<file path="src/rtl/uart_frame_tx_pkg.sv">
// Shared types and constants for the UART frame transmitter.
// The optional checksum byte is controlled by UART_FRAME_TX_CHKSUM_EN.
package uart_frame_pkg;

  typedef enum logic [1:0] {
    IDLE = 2'd0,
    SEND = 2'd1,
    WAIT = 2'd2
  } state_t;

  localparam logic [7:0] DEFAULT_HEADER = 8'hA5;

  // Total bytes on the wire per frame: header + payload (+ checksum)
  function automatic int unsigned frame_bytes(input int unsigned data_bytes);
`ifdef UART_FRAME_TX_CHKSUM_EN
    return data_bytes + 2;
`else
    return data_bytes + 1;
`endif
  endfunction

endpackage

</file>
<file path="src/rtl/uart_frame_tx_watchdog.sv">
// Loadable cycle counter with clear/enable; expire is high on the cycle the
// count sits at LIMIT-1 while enabled. LIMIT=0 disables it (expire tied low).
module uart_tx_watchdog #(
  parameter int unsigned LIMIT = 5_000_000
) (
  input  logic        clk,
  input  logic        rst_n,
  input  logic        clear,
  input  logic        enable,
  input  logic        load,
  input  logic [31:0] load_value,
  output logic        expire
);

  generate
    if (LIMIT == 0) begin : g_off
      assign expire = 1'b0;
    end else begin : g_on
      logic [31:0] count;

      // Cycle counter: clear has priority over load, load over increment
      always_ff @(posedge clk) begin
        if (!rst_n) begin
          count <= '0;
        end else if (clear) begin
          count <= '0;
        end else if (load) begin
          count <= load_value;
        end else if (enable) begin
          count <= count + 32'd1;
        end
      end

      assign expire = enable && (count == 32'(LIMIT - 1));
    end
  endgenerate

endmodule

</file>
<file path="src/rtl/uart_frame_tx.sv">
// Framed byte-stream transmitter feeding a byte-level UART tx port.
// Frame: HEADER, payload bytes MSB-first, then an 8-bit payload checksum
// when UART_FRAME_TX_CHKSUM_EN is defined.
module uart_frame_tx
  import uart_frame_pkg::*;
#(
  parameter int unsigned DATA_BYTES     = 4,
  parameter logic [7:0]  HEADER         = DEFAULT_HEADER,
  parameter int unsigned TIMEOUT_CYCLES = 5_000_000
) (
  input  logic                    clk,
  input  logic                    rst_n,
  input  logic                    word_valid_i,
  input  logic [8*DATA_BYTES-1:0] word_data_i,
  output logic                    word_ready_o,
  output logic                    tx_start_o,
  output logic [7:0]              tx_data_o,
  input  logic                    tx_done_i,
  output logic                    frame_done_o,
  output logic                    timeout_o,
  output logic                    busy_o
);

  localparam int unsigned FB = frame_bytes(DATA_BYTES);
  localparam int unsigned IW = $clog2(FB);
  localparam int unsigned WW = 8 * DATA_BYTES;

  state_t          state, state_next;
  logic [WW-1:0]   shreg;
  logic [IW-1:0]   idx;
  logic [7:0]      data_q;
  logic            done_q;
  logic            to_q;
  logic            accept, advance, finish, abort;
  logic            last, expire;

  assign last = (idx == IW'(FB - 1));

`ifdef UART_FRAME_TX_CHKSUM_EN
  logic [7:0] chksum;
  logic       next_is_sum;
  assign next_is_sum = (idx == IW'(FB - 2));
`endif

  uart_tx_watchdog #(
    .LIMIT(TIMEOUT_CYCLES)
  ) u_watchdog (
    .clk       (clk),
    .rst_n     (rst_n),
    .clear     (state == SEND),
    .enable    (state == WAIT),
    .load      (1'b0),
    .load_value('0),
    .expire    (expire)
  );

  // State register
  always_ff @(posedge clk) begin
    if (!rst_n) begin
      state <= IDLE;
    end else begin
      state <= state_next;
    end
  end

  // Next-state and per-cycle control decode; tx_done_i beats expire
  always_comb begin
    state_next = state;
    accept     = 1'b0;
    advance    = 1'b0;
    finish     = 1'b0;
    abort      = 1'b0;
    case (state)
      IDLE: begin
        if (word_valid_i) begin
          accept     = 1'b1;
          state_next = SEND;
        end
      end
      SEND: state_next = WAIT;
      WAIT: begin
        if (tx_done_i) begin
          if (last) begin
            finish     = 1'b1;
            state_next = IDLE;
          end else begin
            advance    = 1'b1;
            state_next = SEND;
          end
        end else if (expire) begin
          abort      = 1'b1;
          state_next = IDLE;
        end
      end
      default: state_next = IDLE;
    endcase
  end

  // Datapath: payload shift register, byte index, outgoing byte, pulses
  always_ff @(posedge clk) begin
    if (!rst_n) begin
      shreg  <= '0;
      idx    <= '0;
      data_q <= '0;
      done_q <= 1'b0;
      to_q   <= 1'b0;
`ifdef UART_FRAME_TX_CHKSUM_EN
      chksum <= '0;
`endif
    end else begin
      done_q <= finish;
      to_q   <= abort;
      if (accept) begin
        shreg  <= word_data_i;
        idx    <= '0;
        data_q <= HEADER;
      end else if (advance) begin
        idx    <= idx + 1'b1;
        shreg  <= shreg << 8;
`ifdef UART_FRAME_TX_CHKSUM_EN
        data_q <= next_is_sum ? chksum : shreg[WW-1 -: 8];
`else
        data_q <= shreg[WW-1 -: 8];
`endif
      end else if (finish || abort) begin
        idx <= '0;
      end
`ifdef UART_FRAME_TX_CHKSUM_EN
      // The sum is complete before the advance that selects it, since the
      // last payload byte is added during its own SEND cycle.
      if (accept) begin
        chksum <= '0;
      end else if (state == SEND && idx != '0 && !last) begin
        chksum <= chksum + data_q;
      end
`endif
    end
  end

  assign word_ready_o = (state == IDLE);
  assign busy_o       = (state != IDLE);
  assign tx_start_o   = (state == SEND);
  assign tx_data_o    = data_q;
  assign frame_done_o = done_q;
  assign timeout_o    = to_q;

endmodule

</file>
<file path="config.mk">
export PLATFORM = sky130hd
export DESIGN_NAME = uart_frame_tx
export DESIGN_NICKNAME = d
export VERILOG_FILES = /design/src/rtl/uart_frame_tx_pkg.sv /design/src/rtl/uart_frame_tx_watchdog.sv /design/src/rtl/uart_frame_tx.sv
export SDC_FILE = /design/constraint.sdc
export NUM_CORES = 1
export LEC_CHECK = 0
export BUFFER_PORTS_ARGS = -buffer_cell sky130_fd_sc_hd__buf_4
export CELL_PAD_IN_SITES_DETAIL_PLACEMENT = 0
export CELL_PAD_IN_SITES_GLOBAL_PLACEMENT = 1
export CORE_MARGIN = 2
export CORE_UTILIZATION = 34
export CTS_CLUSTER_DIAMETER = 200
export DETAILED_ROUTE_END_ITERATION = 12
export GPL_ROUTABILITY_DRIVEN = 0
export GPL_TIMING_DRIVEN = 1
export PLACE_DENSITY = 0.73
export SLEW_MARGIN = 15
export SYNTH_ARGS = -nofsm -noshare
export SYNTH_HDL_FRONTEND = slang
export SYNTH_SLANG_ARGS = --single-unit
</file>
<file path="constraint.sdc">
create_clock -name clk -period 2.4 [get_ports clk]
set_clock_uncertainty 0.2 [all_clocks]
set_input_delay 0.12 -clock clk [delete_from_list [all_inputs] [get_ports clk]]
set_output_delay 0.12 -clock clk [all_outputs]
set_load 0.05 [all_outputs]
</file>
==> flow_summary.toml, run 1 <==
[run_status]
outcome = "complete, no violations"

[detailed_routing]
wire_per_inst_um = 14.6
firstDrtPassIters = 4
initialDrtViolationCount = 181
wirelength_mm = 9.26
drtAntennaViolNets = 0
vias = 3336
drcViolationCount = 0
via_per_inst = 5.25

[global_routing]
grt_max_degree = 34
use_met2 = 0.284
grt_pass1_vias = 3132
grtUsageMet1 = 0.208
grt_use_total = 0.170
busiest_layer = "met2"
met3_usage = 0.0414
antenna_found_initial = 0
grt_overflow_total = 0
grt_pass1_wl_mm = 15.2

[synth]
ys_warn_count = 0
synth-seq-cells = 79
netlist_area_sq_um = 3490
synth_ff_type = "dfxtp_1"
async_reset_ff_frac = 0
synth.yosys.seq_area_share = 0.453
synth.distinct_cells = 45
avgSynthCellArea_sq_um = 8.29
syn_nets = 460
synthCells = 421
synth_edf_count = 0

[final_layout]
multi_input_area_sq_um = 1770
diodes = 0
final_util = 0.468
layout-drive-gt1-share = 0.161
layout_commonest_cell = "dfxtp_1"
fin_cells = 636
nNetsFinal = 537
final_cell_mix = "dfxtp_1, nand2_1, buf_4"
n_fill_cell = 963
syn2layout_area_growth_pct = 32.1
register_area_sq_um = 1580

[power_and_ir_drop]
p_leak_uw = 0.00169
clockPowerShare = 0.431
swShare = 0.246
ir_drop_mv = 0.375
fin_total_pwr_uw = 3070
combPwrFrac = 0.113
intPower_uw = 2320
switchingPower_uw = 756
p_seq_frac = 0.456
power_density_nw_per_um2 = 666

[sta]
max_slew_margin = 0.548
post-route-period-util = 0.929
final_hold_viol_count = 0
layout_min_cycle_time_ns = 2.23
setup_tns_ns = 0
setup_viol = 0
fmax_ghz = 0.449
worstMarginPinSlew_ns = 0.678
whs_ns = 0.0992
rsz0062_at_grt = "no"
drv_slew = 0

[place]
io_buffers = 48
hpwl_mm = 5.96
dp.cells = 586

[clock_network]
root_buffer = "clkbuf_8"
clkTransAtPathRegs_ns = 0.09
ctsHtreeMaxLevel = 3
worstSkewPairLatency_ns = 0.36
cts_buffers = 9
clock_sinks = 79
clockBufferDepth = 2
cts_tree = "built"

[hold_path]
min_to = "shreg[25]"
min_path_cells = 4
hp-class = "in -> reg"
hp-start = "word_valid_i"

[floorplan]
die_h_um = 105
die_x_um = 105
core_sq_um = 9860
num_rows = 36
die_area_sq_um = 11100
ioPinCount = 49
start_util = 0.354

[critical_path]
critPathRequiredTime_ns = 2.49
reg2reg_depth = 5
critPathLaunchType = "flop"
rrSetupSlack_ns = 0.17
cp_data_arrival_time_ns = 2.32
slowest_stage = "or4_1"
cp_max_fo = 10
path_cells = "ha_1 -> and4b_1 -> nand3_1 -> or4_1 -> a21oi_1"
worstSetupEndpointType = "flop"
cpPeakStageDelay_ns = 0.54
r2r-start = "u_watchdog.g_on.count[0]"
path_class = "reg -> reg"
r2r-end = "u_watchdog.g_on.count[28]"

[flow_run]
maxCapViolCount = 0
==> logic make-up after synthesis <==
logic type,synth area share
buffers and inverters,0.0448
adders and majority gates,0.0107
muxes,0.00287
DFF,0.453
and+or+nand+nor,0.282
xor gates and xnor gates,0.0251
AOI/OAI and AO/OA,0.182
==> state kept, by name, summed over array words and instances, names as in the netlist <==
name and cells:
u_watchdog.g_on.count 32, shreg 32, tx_data_o 8, timeout_o 1, frame_done_o 1, idx 3, state 2
==> metrics by stage <==
step	setup WS (ns)	area [sq um]
after floorplan	0.181	3490
after CTS	0.153	4610
after global placement	0.256	4000
after global routing	0.0529	4610
after detailed placement	0.166	4000
final	0.171	4610
==> worst max path at each step <==
stage | end | startpoint | depth (start not counted)
finish | u_watchdog.g_on.count[28] | u_watchdog.g_on.count[0] | 5
global route | u_watchdog.g_on.count[28] | u_watchdog.g_on.count[0] | 5
CTS | shreg[29] | idx[0] | 6
detailed placement | shreg[29] | idx[0] | 6
global placement | shreg[17] | idx[0] | 6
floorplan | shreg[16] | state[1] | 7
==> worst max-delay path, delay by kind of cell, from the launching register on <==
kind | cells | cell delay, ns
and+or+nand+nor | 3 | 1.22
adders and majority gates | 1 | 0.20
DFF | 1 | 0.37
AOI/OAI and AO/OA | 1 | 0.16
==> cell usage after synthesis, types with 2 or more instances <==
cell type	number	share of area
nor4_1	4	0.0072
and4_1	5	0.013
nand3_1	15	0.021
clkbuf_1	21	0.023
xnor2_1	7	0.018
a21oi_1	48	0.069
a311oi_1	11	0.028
o21ai_0	9	0.013
and3_1	4	0.0072
xor2_1	3	0.0075
o31a_1	2	0.0050
nor4b_1	2	0.0050
buf_2	2	0.0029
buf_4	2	0.0043
or4_1	12	0.026
nor2_1	29	0.031
inv_1	11	0.012
dfxtp_1	79	0.45
a22oi_1	12	0.026
o21a_1	3	0.0064
nand4_1	12	0.021
and4b_1	2	0.0057
nand2_1	69	0.074
nor3_1	15	0.021
ha_1	3	0.011
o31ai_1	12	0.026
or3_1	9	0.016
==> what timing repair did <==
item | in CTS | in global routing
hold buffers | 34 | 0
hold endpoints to repair | 36 | 0
buffers inserted | 0 | 0
resized for setup | 0 | 0
==> final cells by class <==
class | count | area share
clock buffers | 9 | 0.0269
repair buffers | 92 | 0.171
clock inverters | 7 | 0.0315
multi-input cells | 305 | 0.383
inverters | 11 | 0.00895
well taps | 133 | 0.0361
flip-flops and latches | 79 | 0.343
==> routing by layer <==
metal  up-vias  wire length (um)
met5         -                 0
met4         0               176
met3        13               366
met2        69              4540
met1      1569              4180
li1       1685                 -
==> power by group through the flow <==
stage | clock network, uW | registers, uW | logic, uW
final | 1320 | 1400 | 348
after detailed placement | 0 | 1430 | 307
after floorplan | 0 | 1450 | 166
after global routing | 1400 | 1410 | 380
after CTS | 1350 | 1400 | 351
after global placement | 0 | 1430 | 303
(Power assumes the default switching activity.)
==> run 2: changes to the inputs <==
clock period = 2.2 ns   (was 2.4 ns; I/O delays follow)
==> flow_summary.toml, run 2 (synthesis gave the netlist of run 1 again) <==
[run_status]
outcome = "complete, no violations"

[sta]
layout_min_cycle_time_ns = 2.04
rsz0062_at_grt = "no"
max_slew_margin = 0.724
setup_viol = 0
post-route-period-util = 0.928
drv_slew = 0
worstMarginPinSlew_ns = 0.413
setup_tns_ns = 0
final_hold_viol_count = 0
fmax_ghz = 0.490

[detailed_routing]
drcViolationCount = 0
initialDrtViolationCount = 131
wire_per_inst_um = 13.9
firstDrtPassIters = 4
wirelength_mm = 8.97
vias = 3361
via_per_inst = 5.22
drtAntennaViolNets = 0

[floorplan]
core_sq_um = 9860
die_x_um = 105
die_area_sq_um = 11100
die_h_um = 105
ioPinCount = 49
start_util = 0.354
num_rows = 36

[final_layout]
multi_input_area_sq_um = 1760
final_cell_mix = "dfxtp_1, nand2_1, buf_4"
nNetsFinal = 545
stdcell_area_sq_um = 4650
syn2layout_area_growth_pct = 33.2
diodes = 0
register_area_sq_um = 1580
layout_commonest_cell = "dfxtp_1"
n_fill_cell = 977
fin_cells = 644
layout-drive-gt1-share = 0.174
final_util = 0.472

[place]
io_buffers = 48
hpwl_mm = 5.90
placed_area_sq_um = 4090
dp.cells = 593

[global_routing]
grt_pass1_vias = 3221
busiest_layer = "met2"
antenna_found_initial = 0
use_met2 = 0.286
grtUsageMet1 = 0.202
grt_pass1_wl_mm = 15.0
grt_max_degree = 34
grt_use_total = 0.169
grt_overflow_total = 0
met3_usage = 0.0402

[power_and_ir_drop]
power_density_nw_per_um2 = 666
ir_drop_mv = 0.453
p_leak_uw = 0.00171

[critical_path]
rrSetupSlack_ns = 0.16
worstSetupEndpointType = "flop"
r2r-end = "u_watchdog.g_on.count[19]"
path_class = "reg -> reg"
r2r-start = "u_watchdog.g_on.count[4]"
reg2reg_depth = 4
critPathLaunchType = "flop"
cp_max_fo = 8
cp_data_arrival_time_ns = 2.14
critPathRequiredTime_ns = 2.30

[clock_network]
ctsHtreeMaxLevel = 3
cts_tree = "built"
worstSkewPairLatency_ns = 0.37
cts_buffers = 9
root_buffer = "clkbuf_8"
clock_sinks = 79
clkTransAtPathRegs_ns = 0.08
clockBufferDepth = 2

[flow_run]
maxCapViolCount = 0

[hold_path]
hp-start = "word_valid_i"
min_to = "shreg[9]"
hp-class = "in -> reg"
min_path_cells = 4
## run 2: how the worst max path moves through the flow
stage / slack, ns / end / start
2_1_floorplan: 0.04 / shreg[11] / state[1]
3_3_place_gp: 0.18 / u_watchdog.g_on.count[20] / u_watchdog.g_on.count[0]
6_report: 0.16 / u_watchdog.g_on.count[19] / u_watchdog.g_on.count[4]
3_5_place_dp: 0.13 / u_watchdog.g_on.count[20] / u_watchdog.g_on.count[0]
4_1_cts: 0.09 / u_watchdog.g_on.count[20] / u_watchdog.g_on.count[0]
5_1_grt: 0.02 / u_watchdog.g_on.count[28] / u_watchdog.g_on.count[0]
## run 2: critical path, stage by stage (launching register included)
cell and delay (ns):
dfxtp_1 0.43, nand4_2 0.19, or4_1 0.64, or3_1 0.38
a21oi_1 0.14
## run 2: timing repair
| action | in CTS | in global routing |
|---|---|---|
| setup endpoints to repair | 0 | 1 |
| endpoints found under the hold margin | 37 | 0 |
| buffers inserted | 0 | 1 |
| resized for setup | 0 | 0 |
| hold buffers | 34 | 0 |
## run 2: area by class of cell
class,count,area share
well taps,133,0.0358
multi-input cells,305,0.379
repair buffers,100,0.190
clock inverters,7,0.0188
clock buffers,9,0.0266
flip-flops and latches,79,0.340
inverters,11,0.00968
## run 2: layer usage
| metal | wire [um] | vias to the layer above |
|---|---|---|
| met5 | 0 | - |
| met4 | 148 | 0 |
| met3 | 324 | 12 |
| met2 | 4400 | 52 |
| met1 | 4100 | 1591 |
| li1 | - | 1706 |
## run 2: where the power goes
group / switching [uW] / internal (uW)
clock: 542 / 630
combinational: 217 / 183
sequential: 36.4 / 1490
total: 796 / 2300
## run 2: per-stage QoR
step                      worst slack (ns)  power (uW)  hold WS, ns
after global routing                0.0159        3230        0.172
after floorplan                     0.0359        1760       0.0460
after global placement               0.176        1910        0.162
after detailed placement             0.127        1910        0.172
final                                0.158        3100        0.136
after CTS                           0.0892        3130        0.118
